--- src/rtl/lcd_pkg.sv ---
`default_nettype none
// ============================================================================
// Module   : lcd_pkg
// Purpose  : Default scan timing, LCD grid dimensions and index-width helper
//            shared by the LCD scan generator, its interface and sub-blocks.
// Revision : 1.0 - initial release
// ============================================================================
package lcd_pkg;

    localparam int DEF_WIDTH      = 360;
    localparam int DEF_HEIGHT     = 360;
    localparam int DEF_H_TOTAL    = 444;
    localparam int DEF_V_TOTAL    = 492;
    localparam int DEF_HSYNC_POS  = 365;
    localparam int DEF_VSYNC_POS  = 365;
    localparam int DEF_LCD_COLS   = 32;
    localparam int DEF_LCD_ROWS   = 16;
    localparam int DEF_PIXEL_SIZE = 11;
    localparam int DEF_X_OFFSET   = 4;
    localparam int DEF_Y_OFFSET   = 92;

    // Width of an index into n entries; never narrower than one bit.
    function automatic int idx_w(input int n);
        return (n <= 1) ? 1 : $clog2(n);
    endfunction

endpackage : lcd_pkg
`default_nettype wire

--- src/rtl/lcd_scan_gen_if.sv ---
`default_nettype none
// ============================================================================
// Module   : lcd_scan_gen_if
// Purpose  : Pixel-advance enable and scan outputs of the LCD scan generator.
//            master = generator side, slave = consumer side.
// Revision : 1.0 - initial release
// ============================================================================
interface lcd_scan_gen_if
    import lcd_pkg::*;
#(
    parameter int LCD_COLS = DEF_LCD_COLS,
    parameter int LCD_ROWS = DEF_LCD_ROWS
);
    localparam int c_col_w  = idx_w(LCD_COLS);
    localparam int c_row_w  = idx_w(LCD_ROWS);
    localparam int c_addr_w = idx_w(LCD_COLS * LCD_ROWS);

    logic                ce;
    logic [9:0]          x;
    logic [9:0]          y;
    logic                de;
    logic                hsync;
    logic                vsync;
    logic                frame_start;
    logic                in_lcd;
    logic [c_col_w-1:0]  lcd_x;
    logic [c_row_w-1:0]  lcd_y;
    logic [4:0]          sub_x;
    logic [4:0]          sub_y;
    logic [c_addr_w-1:0] video_addr;
    logic                grid_line;

    modport master (
        input  ce,
        output x, y, de, hsync, vsync, frame_start, in_lcd,
               lcd_x, lcd_y, sub_x, sub_y, video_addr, grid_line
    );

    modport slave (
        output ce,
        input  x, y, de, hsync, vsync, frame_start, in_lcd,
               lcd_x, lcd_y, sub_x, sub_y, video_addr, grid_line
    );

endinterface : lcd_scan_gen_if
`default_nettype wire

--- src/rtl/lcd_axis_counter.sv ---
`default_nettype none
// ============================================================================
// Module   : lcd_axis_counter
// Purpose  : One scan axis, tracked one position ahead of the visible output.
//            Keeps position, window flag, sub-cell offset, cell index and the
//            cell's address contribution (cell * STRIDE), all incrementally.
//            o_ld_* expose the values being loaded this cycle so the parent
//            can register an address that matches the new lookahead state.
// Revision : 1.0 - initial release
// ============================================================================
module lcd_axis_counter
    import lcd_pkg::*;
#(
    parameter int TOTAL      = DEF_H_TOTAL,
    parameter int OFFSET     = DEF_X_OFFSET,
    parameter int CELLS      = DEF_LCD_COLS,
    parameter int PIXEL_SIZE = DEF_PIXEL_SIZE,
    parameter int STRIDE     = 1,
    parameter int RESET_POS  = 1,
    parameter int CELL_W     = 5,
    parameter int BASE_W     = 9
) (
    input  wire logic              clk,
    input  wire logic              reset,
    input  wire logic              i_step,
    output logic [9:0]             o_pos,
    output logic                   o_in,
    output logic [CELL_W-1:0]      o_cell,
    output logic [4:0]             o_sub,
    output logic                   o_ld_in,
    output logic [BASE_W-1:0]      o_ld_base
);

    localparam int c_end       = OFFSET + CELLS * PIXEL_SIZE;
    localparam bit c_rst_in    = (RESET_POS >= OFFSET) && (RESET_POS < c_end);
    localparam int c_rst_sub   = c_rst_in ? (RESET_POS - OFFSET) % PIXEL_SIZE : 0;
    localparam int c_rst_cell  = c_rst_in ? (RESET_POS - OFFSET) / PIXEL_SIZE : 0;

    localparam logic [9:0]        c_last     = 10'(TOTAL - 1);
    localparam logic [9:0]        c_off      = 10'(OFFSET);
    localparam logic [9:0]        c_end_pos  = 10'(c_end);
    localparam logic [4:0]        c_sub_last = 5'(PIXEL_SIZE - 1);
    localparam logic [BASE_W-1:0] c_stride   = BASE_W'(STRIDE);
    localparam logic [BASE_W-1:0] c_rst_base = BASE_W'(c_rst_cell * STRIDE);

    logic [BASE_W-1:0] r_base;

    logic [9:0]        w_nxt_pos;
    logic              w_nxt_in;
    logic [CELL_W-1:0] w_nxt_cell;
    logic [4:0]        w_nxt_sub;
    logic [BASE_W-1:0] w_nxt_base;

    // Next position along the axis: enter, leave or step inside the window.
    always_comb begin
        w_nxt_pos  = (o_pos == c_last) ? '0 : o_pos + 1'b1;
        w_nxt_in   = o_in;
        w_nxt_cell = o_cell;
        w_nxt_sub  = o_sub;
        w_nxt_base = r_base;
        if (w_nxt_pos == c_off) begin
            w_nxt_in   = 1'b1;
            w_nxt_cell = '0;
            w_nxt_sub  = '0;
            w_nxt_base = '0;
        end else if (o_in) begin
            // A wrap to 0 also closes a window that ends on the last position.
            if ((w_nxt_pos == c_end_pos) || (w_nxt_pos == '0)) begin
                w_nxt_in   = 1'b0;
                w_nxt_cell = '0;
                w_nxt_sub  = '0;
                w_nxt_base = '0;
            end else if (o_sub == c_sub_last) begin
                w_nxt_sub  = '0;
                w_nxt_cell = o_cell + 1'b1;
                w_nxt_base = r_base + c_stride;
            end else begin
                w_nxt_sub  = o_sub + 1'b1;
            end
        end
    end

    // Values loaded into the lookahead registers this cycle.
    always_comb begin
        o_ld_in   = reset ? c_rst_in   : (i_step ? w_nxt_in   : o_in);
        o_ld_base = reset ? c_rst_base : (i_step ? w_nxt_base : r_base);
    end

    // Lookahead axis state.
    always_ff @(posedge clk) begin
        if (reset) begin
            o_pos  <= 10'(RESET_POS);
            o_in   <= c_rst_in;
            o_cell <= CELL_W'(c_rst_cell);
            o_sub  <= 5'(c_rst_sub);
            r_base <= c_rst_base;
        end else if (i_step) begin
            o_pos  <= w_nxt_pos;
            o_in   <= w_nxt_in;
            o_cell <= w_nxt_cell;
            o_sub  <= w_nxt_sub;
            r_base <= w_nxt_base;
        end
    end

endmodule : lcd_axis_counter
`default_nettype wire

--- src/rtl/lcd_scan_gen.sv ---
`default_nettype none
// ============================================================================
// Module   : lcd_scan_gen
// Purpose  : Raster scan generator with an embedded LCD cell window. Two axis
//            counters run one pixel ahead; each ce cycle their state becomes
//            the visible output while video_addr names the next cell to fetch.
//            Build option: LCD_GRID_EN enables the grid_line cell-border flag.
// Revision : 1.0 - initial release
// ============================================================================
module lcd_scan_gen
    import lcd_pkg::*;
#(
    parameter int WIDTH      = DEF_WIDTH,
    parameter int HEIGHT     = DEF_HEIGHT,
    parameter int H_TOTAL    = DEF_H_TOTAL,
    parameter int V_TOTAL    = DEF_V_TOTAL,
    parameter int HSYNC_POS  = DEF_HSYNC_POS,
    parameter int VSYNC_POS  = DEF_VSYNC_POS,
    parameter int LCD_COLS   = DEF_LCD_COLS,
    parameter int LCD_ROWS   = DEF_LCD_ROWS,
    parameter int PIXEL_SIZE = DEF_PIXEL_SIZE,
    parameter int X_OFFSET   = DEF_X_OFFSET,
    parameter int Y_OFFSET   = DEF_Y_OFFSET
) (
    input  wire logic       clk,
    input  wire logic       reset,
    lcd_scan_gen_if.master  bus
);

    localparam int c_col_w  = idx_w(LCD_COLS);
    localparam int c_row_w  = idx_w(LCD_ROWS);
    localparam int c_addr_w = idx_w(LCD_COLS * LCD_ROWS);

    localparam logic [9:0]  c_h_last = 10'(H_TOTAL - 1);
    localparam logic [9:0]  c_hs     = 10'(HSYNC_POS);
    localparam logic [9:0]  c_vs     = 10'(VSYNC_POS);
    localparam logic [10:0] c_width  = 11'(WIDTH);
    localparam logic [10:0] c_height = 11'(HEIGHT);

    if (X_OFFSET + LCD_COLS * PIXEL_SIZE > WIDTH) begin : g_chk_win_x
        $error("lcd_scan_gen: LCD window exceeds WIDTH");
    end
    if (Y_OFFSET + LCD_ROWS * PIXEL_SIZE > HEIGHT) begin : g_chk_win_y
        $error("lcd_scan_gen: LCD window exceeds HEIGHT");
    end
    if ((PIXEL_SIZE < 1) || (PIXEL_SIZE > 31)) begin : g_chk_pix
        $error("lcd_scan_gen: PIXEL_SIZE must be 1..31");
    end
    if (HSYNC_POS >= H_TOTAL) begin : g_chk_hs
        $error("lcd_scan_gen: HSYNC_POS must be below H_TOTAL");
    end
    if (VSYNC_POS >= V_TOTAL) begin : g_chk_vs
        $error("lcd_scan_gen: VSYNC_POS must be below V_TOTAL");
    end

    logic [9:0]          w_ax_pos, w_ay_pos;
    logic                w_ax_in, w_ay_in;
    logic [c_col_w-1:0]  w_ax_cell;
    logic [c_row_w-1:0]  w_ay_cell;
    logic [4:0]          w_ax_sub, w_ay_sub;
    logic                w_ax_ld_in, w_ay_ld_in;
    logic [c_addr_w-1:0] w_ax_ld_base, w_ay_ld_base;
    logic                w_x_wrap;

    assign w_x_wrap = (w_ax_pos == c_h_last);

    lcd_axis_counter #(
        .TOTAL(H_TOTAL), .OFFSET(X_OFFSET), .CELLS(LCD_COLS),
        .PIXEL_SIZE(PIXEL_SIZE), .STRIDE(1), .RESET_POS(1),
        .CELL_W(c_col_w), .BASE_W(c_addr_w)
    ) u_x_axis (
        .clk(clk), .reset(reset), .i_step(bus.ce),
        .o_pos(w_ax_pos), .o_in(w_ax_in), .o_cell(w_ax_cell), .o_sub(w_ax_sub),
        .o_ld_in(w_ax_ld_in), .o_ld_base(w_ax_ld_base)
    );

    lcd_axis_counter #(
        .TOTAL(V_TOTAL), .OFFSET(Y_OFFSET), .CELLS(LCD_ROWS),
        .PIXEL_SIZE(PIXEL_SIZE), .STRIDE(LCD_COLS), .RESET_POS(0),
        .CELL_W(c_row_w), .BASE_W(c_addr_w)
    ) u_y_axis (
        .clk(clk), .reset(reset), .i_step(bus.ce && w_x_wrap),
        .o_pos(w_ay_pos), .o_in(w_ay_in), .o_cell(w_ay_cell), .o_sub(w_ay_sub),
        .o_ld_in(w_ay_ld_in), .o_ld_base(w_ay_ld_base)
    );

    // Visible outputs take the lookahead state on each ce; pulses last one clock.
    always_ff @(posedge clk) begin
        if (reset) begin
            bus.x           <= '0;
            bus.y           <= '0;
            bus.de          <= 1'b1;
            bus.hsync       <= 1'b0;
            bus.vsync       <= 1'b0;
            bus.frame_start <= 1'b0;
            bus.in_lcd      <= 1'b0;
            bus.lcd_x       <= '0;
            bus.lcd_y       <= '0;
            bus.sub_x       <= '0;
            bus.sub_y       <= '0;
        end else if (bus.ce) begin
            bus.x           <= w_ax_pos;
            bus.y           <= w_ay_pos;
            bus.de          <= ({1'b0, w_ax_pos} < c_width) && ({1'b0, w_ay_pos} < c_height);
            bus.hsync       <= (w_ax_pos == c_hs);
            bus.vsync       <= (w_ax_pos == c_hs) && (w_ay_pos == c_vs);
            bus.frame_start <= (w_ax_pos == '0) && (w_ay_pos == '0);
            bus.in_lcd      <= w_ax_in && w_ay_in;
            bus.lcd_x       <= w_ax_cell;
            bus.lcd_y       <= w_ay_cell;
            bus.sub_x       <= w_ax_sub;
            bus.sub_y       <= w_ay_sub;
        end else begin
            bus.hsync       <= 1'b0;
            bus.vsync       <= 1'b0;
            bus.frame_start <= 1'b0;
        end
    end

    // Address of the new lookahead position; reset is folded into the ld values.
    always_ff @(posedge clk) begin
        bus.video_addr <= (w_ax_ld_in && w_ay_ld_in) ? (w_ay_ld_base + w_ax_ld_base) : '0;
    end

`ifdef LCD_GRID_EN
    localparam logic [4:0] c_sub_last = 5'(PIXEL_SIZE - 1);

    // Cell border flag for the position being made visible.
    always_ff @(posedge clk) begin
        if (reset) begin
            bus.grid_line <= 1'b0;
        end else if (bus.ce) begin
            bus.grid_line <= w_ax_in && w_ay_in &&
                             ((w_ax_sub == c_sub_last) || (w_ay_sub == c_sub_last));
        end
    end
`else
    assign bus.grid_line = 1'b0;
`endif

endmodule : lcd_scan_gen
`default_nettype wire

--- src/flat_wrapper.sv ---
// flat-port wrapper written by rule: the top's interface ports become plain ports
module lcd_scan_gen_flat import lcd_pkg::*;
#(
    parameter int WIDTH      = DEF_WIDTH,
    parameter int HEIGHT     = DEF_HEIGHT,
    parameter int H_TOTAL    = DEF_H_TOTAL,
    parameter int V_TOTAL    = DEF_V_TOTAL,
    parameter int HSYNC_POS  = DEF_HSYNC_POS,
    parameter int VSYNC_POS  = DEF_VSYNC_POS,
    parameter int LCD_COLS   = DEF_LCD_COLS,
    parameter int LCD_ROWS   = DEF_LCD_ROWS,
    parameter int PIXEL_SIZE = DEF_PIXEL_SIZE,
    parameter int X_OFFSET   = DEF_X_OFFSET,
    parameter int Y_OFFSET   = DEF_Y_OFFSET
)
  (clk, reset, bus_ce, bus_x, bus_y, bus_de, bus_hsync, bus_vsync, bus_frame_start, bus_in_lcd, bus_lcd_x, bus_lcd_y, bus_sub_x, bus_sub_y, bus_video_addr, bus_grid_line);
  lcd_scan_gen_if #(.LCD_COLS(LCD_COLS), .LCD_ROWS(LCD_ROWS)) bus_i ();
  input  wire logic clk;
  input  wire logic reset;
  input wire logic [$bits(bus_i.ce)-1:0] bus_ce;
  output wire logic [$bits(bus_i.x)-1:0] bus_x;
  output wire logic [$bits(bus_i.y)-1:0] bus_y;
  output wire logic [$bits(bus_i.de)-1:0] bus_de;
  output wire logic [$bits(bus_i.hsync)-1:0] bus_hsync;
  output wire logic [$bits(bus_i.vsync)-1:0] bus_vsync;
  output wire logic [$bits(bus_i.frame_start)-1:0] bus_frame_start;
  output wire logic [$bits(bus_i.in_lcd)-1:0] bus_in_lcd;
  output wire logic [$bits(bus_i.lcd_x)-1:0] bus_lcd_x;
  output wire logic [$bits(bus_i.lcd_y)-1:0] bus_lcd_y;
  output wire logic [$bits(bus_i.sub_x)-1:0] bus_sub_x;
  output wire logic [$bits(bus_i.sub_y)-1:0] bus_sub_y;
  output wire logic [$bits(bus_i.video_addr)-1:0] bus_video_addr;
  output wire logic [$bits(bus_i.grid_line)-1:0] bus_grid_line;
  assign bus_i.ce = bus_ce;
  assign bus_x = bus_i.x;
  assign bus_y = bus_i.y;
  assign bus_de = bus_i.de;
  assign bus_hsync = bus_i.hsync;
  assign bus_vsync = bus_i.vsync;
  assign bus_frame_start = bus_i.frame_start;
  assign bus_in_lcd = bus_i.in_lcd;
  assign bus_lcd_x = bus_i.lcd_x;
  assign bus_lcd_y = bus_i.lcd_y;
  assign bus_sub_x = bus_i.sub_x;
  assign bus_sub_y = bus_i.sub_y;
  assign bus_video_addr = bus_i.video_addr;
  assign bus_grid_line = bus_i.grid_line;
  lcd_scan_gen #(.WIDTH(WIDTH), .HEIGHT(HEIGHT), .H_TOTAL(H_TOTAL), .V_TOTAL(V_TOTAL), .HSYNC_POS(HSYNC_POS), .VSYNC_POS(VSYNC_POS), .LCD_COLS(LCD_COLS), .LCD_ROWS(LCD_ROWS), .PIXEL_SIZE(PIXEL_SIZE), .X_OFFSET(X_OFFSET), .Y_OFFSET(Y_OFFSET)) u_core (.clk(clk), .reset(reset), .bus(bus_i));
endmodule
--- config.mk ---
export PLATFORM = sky130hd
export DESIGN_NAME = lcd_scan_gen_flat
export DESIGN_NICKNAME = d
export VERILOG_FILES = /design/src/rtl/lcd_pkg.sv /design/src/rtl/lcd_scan_gen_if.sv /design/src/rtl/lcd_axis_counter.sv /design/src/rtl/lcd_scan_gen.sv /design/src/flat_wrapper.sv
export SDC_FILE = /design/constraint.sdc
export NUM_CORES = 1
export LEC_CHECK = 0
export CAP_MARGIN = 0
export CELL_PAD_IN_SITES_DETAIL_PLACEMENT = 0
export CELL_PAD_IN_SITES_GLOBAL_PLACEMENT = 2
export CORE_ASPECT_RATIO = 1.75
export CORE_MARGIN = 10
export CORE_UTILIZATION = 35
export DETAILED_ROUTE_END_ITERATION = 8
export DONT_BUFFER_PORTS = 1
export PLACE_DENSITY = 0.83
export SETUP_SLACK_MARGIN = 0.05
export SYNTH_ARGS = -nofsm -noshare
export SYNTH_HDL_FRONTEND = slang
export SYNTH_SLANG_ARGS = --single-unit
--- constraint.sdc ---
create_clock -name clk -period 3.7 [get_ports clk]
set_input_delay 1.11 -clock clk [delete_from_list [all_inputs] [get_ports clk]]
set_output_delay 1.11 -clock clk [all_outputs]
set_load 0.01 [all_outputs]
=== Word level (Yosys, flattened, before mapping) ===
Cells that the tools add are included.

* Bits in registers: 112
* Bits of input ports: 3

* Add/sub/neg operators: 9
* $lt $le $gt $ge: 2
* Equality and inequality tests: 10
* Multiplexer cells: 40
* Bitwise gates (word level): 1
* Reduce and logical (&&, ||, !) cells: 21

{| class="wikitable"
|+ Operators by type and width
! cell !! number
|-
| 2-to-1 mux 9 bit || 12
|-
| == test 10 x 9 -> 1 bit, second input constant || 6
|-
| 2-to-1 mux 5 bit || 12
|-
| zero test 10 bit || 4
|-
| adder 10 x 1 -> 10 bit, second input constant || 2
|-
| less-than comparator 10 x 9 -> 1 bit, second input constant || 2
|-
| 2-to-1 mux 10 bit || 2
|-
| 2-to-1 mux 4 bit || 4
|-
| adder 5 x 1 -> 5 bit, second input constant || 3
|-
| == test 10 x 3 -> 1 bit, second input constant || 1
|-
| == test 10 x 7 -> 1 bit, second input constant || 1
|-
| == test 5 x 4 -> 1 bit, second input constant || 2
|-
| 2-to-1 mux 1 bit || 10
|-
| adder 9 x 1 -> 9 bit, second input constant || 1
|-
| adder 9 x 6 -> 9 bit, second input constant || 1
|-
| adder 9 bit || 1
|-
| logical AND 1 bit || 6
|-
| AND reduction 3 bit || 2
|-
| nonzero test 3 bit || 2
|-
| adder 4 x 1 -> 4 bit, second input constant || 1
|-
| AND reduction 2 bit || 2
|-
| nonzero test 2 bit || 2
|-
| logical OR 1 bit || 2
|-
| OR reduction 2 bit || 1
|-
| NOT 1 bit || 1
|}

=== Longest topological paths before layout ===
* Depth in word-level cells: 10
* Depth in mapped cells: 22
* Gate-level depth less buffers: 20

=== By module ===
A second synthesis with hierarchy kept.

* Cells, all modules: 650
* Area total of the unflattened synthesis: 5701.7 µm²

{| class="wikitable"
|+ By module, submodules not included
! module !! instances !! cells an instance !! area an instance (µm²) !! seq. area each (µm²)
|-
| lcd_scan_gen || 1 || 224 || 2242.2 || 1061.0
|-
| lcd_axis_counter (u_core.u_x_axis) || 1 || 221 || 1774.2 || 600.6
|-
| lcd_axis_counter (u_core.u_y_axis) || 1 || 205 || 1685.4 || 580.6
|}

=== Worst setup path after synthesis ===
OpenSTA, ideal clock, no wires.

* Kind: register -> register
* Start: register u_core.u_y_axis.o_pos[0]
* End: register u_core.bus.video_addr[8] in the netlist's numbering
* Library setup time: 65 ps
* Data arrival time: 3944 ps
* Data required time: 3635 ps
* Path slack: -309 ps
* Cell stages (with the launch flop): 22
* Cells stage by stage: dfxtp_1 ha_1 buf_2 nand3_1 or3_1 a211o_1 a211o_1 o21ai_2 and2_1 nor2_1 and2_1 ha_1 inv_1 fa_1 nor2b_1 o21ai_0 nand2b_1 a21o_1 a21o_1 a31oi_1 xnor3_1 nor2_1

* Longest elaborated chain between the ends: 10
* Elaborated cells between the ends (all ways): 19
* Those cells by class: add/sub (2); eq/ne (3); mux (11); reduce/logical (3)

{| class="wikitable"
|+ RTL lines
! what !! line !! text
|-
| start, declared || lcd_axis_counter.sv:26 || <nowiki>output logic [9:0] o_pos,</nowiki>
|-
| start signal, assigned || lcd_axis_counter.sv:92 || <nowiki>o_pos <= 10'(RESET_POS);</nowiki>
|-
| start signal, assigned || lcd_axis_counter.sv:98 || <nowiki>o_pos <= w_nxt_pos;</nowiki>
|-
| adder 10 x 1 -> 10 bit / == test 10 x 9 -> 1 bit (equally long branches) || lcd_axis_counter.sv:56 || <nowiki>w_nxt_pos = (o_pos == c_last) ? '0 : o_pos + 1'b1;</nowiki>
|-
| 2-to-1 mux 10 bit * || lcd_axis_counter.sv:56 ||
|-
| == test 10 x 9 -> 1 bit / zero test 10 bit (equally long branches) || lcd_axis_counter.sv:68 || <nowiki>if ((w_nxt_pos == c_end_pos) || (w_nxt_pos == '0)) begin</nowiki>
|-
| logical OR 1 bit || lcd_axis_counter.sv:68 ||
|-
| 2-to-1 mux 9 bit || lcd_axis_counter.sv:68 ||
|-
| 2-to-1 mux 9 bit || lcd_axis_counter.sv:66 || <nowiki>end else if (o_in) begin</nowiki>
|-
| 2-to-1 mux 9 bit * || lcd_axis_counter.sv:61 || <nowiki>if (w_nxt_pos == c_off) begin</nowiki>
|-
| 2-to-1 mux 9 bit * (2 in series) || -- ||
|-
| named net u_core.u_y_axis.o_ld_base[0] || lcd_axis_counter.sv:31 || <nowiki>output logic [BASE_W-1:0] o_ld_base</nowiki>
|-
| adder 9 bit * || lcd_scan_gen.sv:122 || <nowiki>bus.video_addr <= (w_ax_ld_in && w_ay_ld_in) ? (w_ay_ld_base + w_ax_ld_base) : '0;</nowiki>
|-
| end signal, assigned || lcd_scan_gen.sv:122 ||
|-
| end, declared || lcd_scan_gen_if.sv:36 || <nowiki>lcd_x, lcd_y, sub_x, sub_y, video_addr, grid_line</nowiki>
|}

The timed path passes the listed nets; every way through them passes the cells marked *.
A chain may end at the register's enable or synchronous reset.

=== Worst setup path in the final report ===
* Start: register u_core.u_y_axis.o_pos[4]
* End: register u_core.bus.video_addr[7] in the netlist's numbering

Same word-level chain as after synthesis.

==> impl_metrics.prom <==
# TYPE chip_impl_metric gauge
chip_impl_info{name="startpoint_of_the_lowest_slack_register_to_register_path",value="u_core.u_y_axis.o_pos[4]"} 1
chip_impl_metric{name="synth.net_count",unit=""} 692
chip_impl_info{name="clock-root-buffer",value="sky130_fd_sc_hd__clkbuf_16"} 1
chip_impl_metric{name="switching_share",unit=""} 0.237
chip_impl_metric{name="totalNegativeSetupSlack",unit="ps"} 0
chip_impl_metric{name="cts-buffers-inserted",unit=""} 9
chip_impl_metric{name="power.density",unit="nW/um2"} 348
chip_impl_metric{name="placed_cells_incl_taps",unit=""} 859
chip_impl_metric{name="io_buffer_count",unit=""} 0
chip_impl_metric{name="netlist-cell-type-count",unit=""} 73
chip_impl_metric{name="floorplan.io_pins",unit=""} 57
chip_impl_metric{name="yosys.area.top_type_share",unit=""} 0.392
chip_impl_metric{name="standard_cell_area_after_detailed_placement",unit="um2"} 6200
chip_impl_metric{name="groute.usage.overall",unit=""} 0.143
chip_impl_metric{name="floorplan.rows",unit=""} 61
chip_impl_metric{name="first_global_vias",unit=""} 4934
chip_impl_info{name="run_status",value="completed"} 1
chip_impl_metric{name="dp.final_hpwl",unit="um"} 11200
chip_impl_info{name="grt_setup_unrepaired",value="yes"} 1
chip_impl_metric{name="timing.clock.skew",unit="ps"} 8.33
chip_impl_info{name="netlist_top_cells_area",value="sky130_fd_sc_hd__dfxtp_1 39%, sky130_fd_sc_hd__mux2i_1 7.5%, sky130_fd_sc_hd__nor2_1 6.5%"} 1
chip_impl_metric{name="power_frac_seq",unit=""} 0.525
chip_impl_info{name="holdCritStartpoint",value="u_core.u_y_axis.o_pos[2]"} 1
chip_impl_metric{name="yosys_warnings",unit=""} 0
chip_impl_info{name="library_cell_with_the_largest_summed_area_after_synthesis",value="sky130_fd_sc_hd__dfxtp_1"} 1
chip_impl_info{name="rr_endpoint",value="u_core.bus.video_addr[7]"} 1
chip_impl_metric{name="start_util",unit=""} 0.359
chip_impl_metric{name="drt-total-wl",unit="um"} 15400
chip_impl_metric{name="final_nets",unit=""} 724
chip_impl_metric{name="grt_antenna_before_repair",unit=""} 0
chip_impl_metric{name="final_power",unit="mW"} 2.35
chip_impl_metric{name="ctsHoldBuffers",unit=""} 0
chip_impl_metric{name="clock_latency",unit="ps"} 350
chip_impl_info{name="holdPathEnd",value="u_core.u_y_axis.o_pos[2]"} 1
chip_impl_metric{name="finalSetupViolations",unit=""} 0
chip_impl_metric{name="antenna_cells_inserted",unit=""} 0
chip_impl_metric{name="non_filler_instance_count_after_layout",unit=""} 891
chip_impl_metric{name="worst_hold_slack",unit="ps"} 479
chip_impl_info{name="min-delay-path-class",value="flip-flop to flip-flop"} 1
chip_impl_metric{name="ctsLongestPathBuffers",unit=""} 2
chip_impl_metric{name="detail_route.first_pass.iterations",unit=""} 4
chip_impl_metric{name="critPathMaxFanout",unit=""} 6
chip_impl_metric{name="cp.required",unit="ps"} 3940
chip_impl_metric{name="vias_per_cell",unit=""} 5.41
chip_impl_info{name="timing.critical_path.from_type",value="flip-flop"} 1
chip_impl_metric{name="register_bit_total_from_synthesis",unit=""} 112
chip_impl_metric{name="grt_start_max_net_pins",unit=""} 88
chip_impl_metric{name="max-cap-violations",unit=""} 0
chip_impl_metric{name="vdd_ir_drop_max",unit="V"} 0.000240
chip_impl_metric{name="synth.yosys.seq_area_share",unit=""} 0.392
chip_impl_metric{name="post-route-period-util",unit=""} 0.978
chip_impl_metric{name="detailedPlace.worstSlack",unit="ps"} -8.57
chip_impl_metric{name="worstMarginPinSlew",unit="ps"} 678
chip_impl_metric{name="clk_pin_slew_worst_paths",unit="ps"} 80
chip_impl_metric{name="iteration_0_drc_markers",unit=""} 207
chip_impl_metric{name="cellLeakagePower",unit="nW"} 2.58
chip_impl_metric{name="pwr-share-comb",unit=""} 0.058
chip_impl_metric{name="worst-r2r-setup-slack",unit="ps"} 80
chip_impl_metric{name="fp.dieH",unit="um"} 189
chip_impl_metric{name="grt_pass1_wl",unit="um"} 25400
chip_impl_metric{name="floorplan.core_area",unit="um2"} 16000
chip_impl_metric{name="finalWorstPathRequiredPeriod",unit="ps"} 3620
chip_impl_metric{name="antenna_left",unit=""} 0
chip_impl_metric{name="worstRegToRegCells",unit=""} 16
chip_impl_metric{name="stdcell_area",unit="um2"} 6750
chip_impl_metric{name="cts_max_level",unit=""} 3
chip_impl_metric{name="power.share.clock",unit=""} 0.417
chip_impl_info{name="yosys.cell_count.top_type",value="sky130_fd_sc_hd__dfxtp_1"} 1
chip_impl_metric{name="design.die.area",unit="um2"} 22100
chip_impl_metric{name="hold_depth",unit=""} 2
chip_impl_metric{name="slew_viol_final",unit=""} 0
chip_impl_metric{name="clock_sinks",unit=""} 112
chip_impl_metric{name="p_switching",unit="uW"} 556
chip_impl_info{name="synth-main-ff-cell",value="sky130_fd_sc_hd__dfxtp_1"} 1
chip_impl_metric{name="finalHoldViolations",unit=""} 0
chip_impl_metric{name="fin_util",unit=""} 0.423
chip_impl_metric{name="synth-edff-count",unit=""} 0
chip_impl_info{name="critical_path.endpoint_type",value="flip-flop"} 1
chip_impl_metric{name="syn-cell-area",unit="um2"} 5720
chip_impl_metric{name="max_freq",unit="MHz"} 276
chip_impl_metric{name="max_slew_margin",unit=""} 0.544
chip_impl_metric{name="die-width",unit="um"} 117
chip_impl_metric{name="asyncSetResetFlopFracSynth",unit=""} 0
chip_impl_info{name="clock_tree_from_tritoncts",value="built"} 1
chip_impl_metric{name="route.detailed.wl_per_inst",unit="um"} 17.2
chip_impl_metric{name="synth.avg_cell_area",unit="um2"} 8.61
chip_impl_metric{name="finalWeightedCongestion",unit=""} 0.888
chip_impl_info{name="criticalPathCategory",value="flip-flop to flip-flop"} 1
chip_impl_metric{name="internal-power",unit="mW"} 1.79
chip_impl_metric{name="globalRouteOverflowTotal",unit=""} 0
chip_impl_metric{name="min_setup_slack_post_route",unit="ps"} 79.9
chip_impl_metric{name="area.growth.synth_to_final",unit="%"} 17.9
chip_impl_info{name="yosys-top-cells-count",value="112 x sky130_fd_sc_hd__dfxtp_1, 99 x sky130_fd_sc_hd__nor2_1, 50 x sky130_fd_sc_hd__nand2_1, 43 x sky130_fd_sc_hd__mux2i_1, 34 x sky130_fd_sc_hd__a21oi_1"} 1
chip_impl_metric{name="drc",unit=""} 0
chip_impl_metric{name="netlist_instances",unit=""} 665
chip_impl_metric{name="final_layout_size_suffix_gt1_frac",unit=""} 0.194
chip_impl_metric{name="worstPathArrival",unit="ps"} 3860
chip_impl_metric{name="routed_vias",unit=""} 4823
[power groups by stage]
stage / logic (mW) / clock network (mW) / registers (mW)
2_1_floorplan: 0.102 / 0 / 1.26
3_3_place_gp: 0.111 / 0 / 1.26
3_5_place_dp: 0.113 / 0 / 1.26
4_1_cts: 0.117 / 1.01 / 1.23
5_1_grt: 0.151 / 1.06 / 1.23
6_report: 0.137 / 0.979 / 1.23
[area by class of cell]
| cell class | count | area, um2 |
|---|---|---|
| inverter | 19 | 71.3 |
| timing repair buffer | 64 | 488 |
| sequential | 112 | 2270 |
| multi-input combinational | 491 | 3390 |
| clock inverter | 5 | 42.5 |
| tap | 189 | 236 |
| clock buffer | 11 | 254 |
| fill | 1579 | 9210 |
[cells by family after synthesis]
kind of cell	Yosys count	share of synthesized area
buffers and inverters	62	0.0466
muxes	44	0.0772
xor gates and xnor gates	26	0.0422
AOI/OAI and AO/OA	107	0.123
DFF	112	0.392
and+or+nand+nor	289	0.265
adders and majority gates	24	0.0538
other	1	0.000655
[state kept, by name, summed over array words and instances, names as in the netlist, 4 cells and up]
name	cells
u_core.bus.lcd_x	5
u_core.bus.lcd_y	4
u_core.bus.sub_x	5
u_core.bus.sub_y	5
u_core.bus.video_addr	9
u_core.bus.x	10
u_core.bus.y	10
u_core.u_x_axis.o_cell	5
u_core.u_x_axis.o_pos	10
u_core.u_x_axis.o_sub	5
u_core.u_x_axis.r_base	9
u_core.u_y_axis.o_cell	4
u_core.u_y_axis.o_pos	10
u_core.u_y_axis.o_sub	5
u_core.u_y_axis.r_base	9
[worst max path at each step]
stage,from,endpoint,slack (ps),cells past startpoint
6_report,u_core.u_y_axis.o_pos[4],u_core.bus.video_addr[7],80,16
5_1_grt,u_core.u_x_axis.o_pos[0],u_core.bus.video_addr[8],-130,19
4_1_cts,u_core.u_y_axis.o_pos[4],u_core.bus.video_addr[8],50,19
3_5_place_dp,u_core.u_x_axis.o_pos[0],u_core.bus.video_addr[8],-9,20
3_3_place_gp,u_core.u_y_axis.o_pos[5],u_core.bus.video_addr[8],60,17
2_1_floorplan,u_core.u_y_axis.o_pos[1],u_core.bus.video_addr[8],30,19
[per-layer routing]
metal	wire length [um]	vias up	global-route usage
met5	0	-	0
met3	705	37	0.0282
met1	5810	2292	0.149
met4	613	0	0.0692
li1	-	2397	-
met2	8230	97	0.261
[layout by cell type (no fill, tap or decap), types with 15 or more instances in the layout]
cell type,count
sky130_fd_sc_hd__ha_1,19
sky130_fd_sc_hd__nand4_1,15
sky130_fd_sc_hd__dfxtp_1,103
sky130_fd_sc_hd__mux2i_1,43
sky130_fd_sc_hd__nand3_1,26
sky130_fd_sc_hd__buf_4,62
sky130_fd_sc_hd__nor3_1,16
sky130_fd_sc_hd__o21ai_0,17
sky130_fd_sc_hd__nand2_1,49
sky130_fd_sc_hd__nor2_1,96
sky130_fd_sc_hd__inv_1,17
sky130_fd_sc_hd__a21oi_1,32
[timing repair]
item                       CTS  global route
setup endpoints to repair    3             5
pin swaps                    8            18
setup buffers                4            12
gates resized for setup      7            28
[worst max-delay path: stages (launching register included)]
cell and delay (ps):
sky130_fd_sc_hd__dfxtp_4 370, sky130_fd_sc_hd__nand4bb_4 230, sky130_fd_sc_hd__or4b_4 530, sky130_fd_sc_hd__o21a_1 140, sky130_fd_sc_hd__a211o_1 300, sky130_fd_sc_hd__o21ai_2 140
sky130_fd_sc_hd__and2_4 180, sky130_fd_sc_hd__nor2_4 50, sky130_fd_sc_hd__and2_1 170, sky130_fd_sc_hd__ha_1 300, sky130_fd_sc_hd__a21o_1 180, sky130_fd_sc_hd__a21o_1 200
sky130_fd_sc_hd__a21o_1 180, sky130_fd_sc_hd__a21oi_1 210, sky130_fd_sc_hd__o21ai_0 150, sky130_fd_sc_hd__xnor2_1 150, sky130_fd_sc_hd__nor2_1 50
Power figures use the tool's default switching activity.
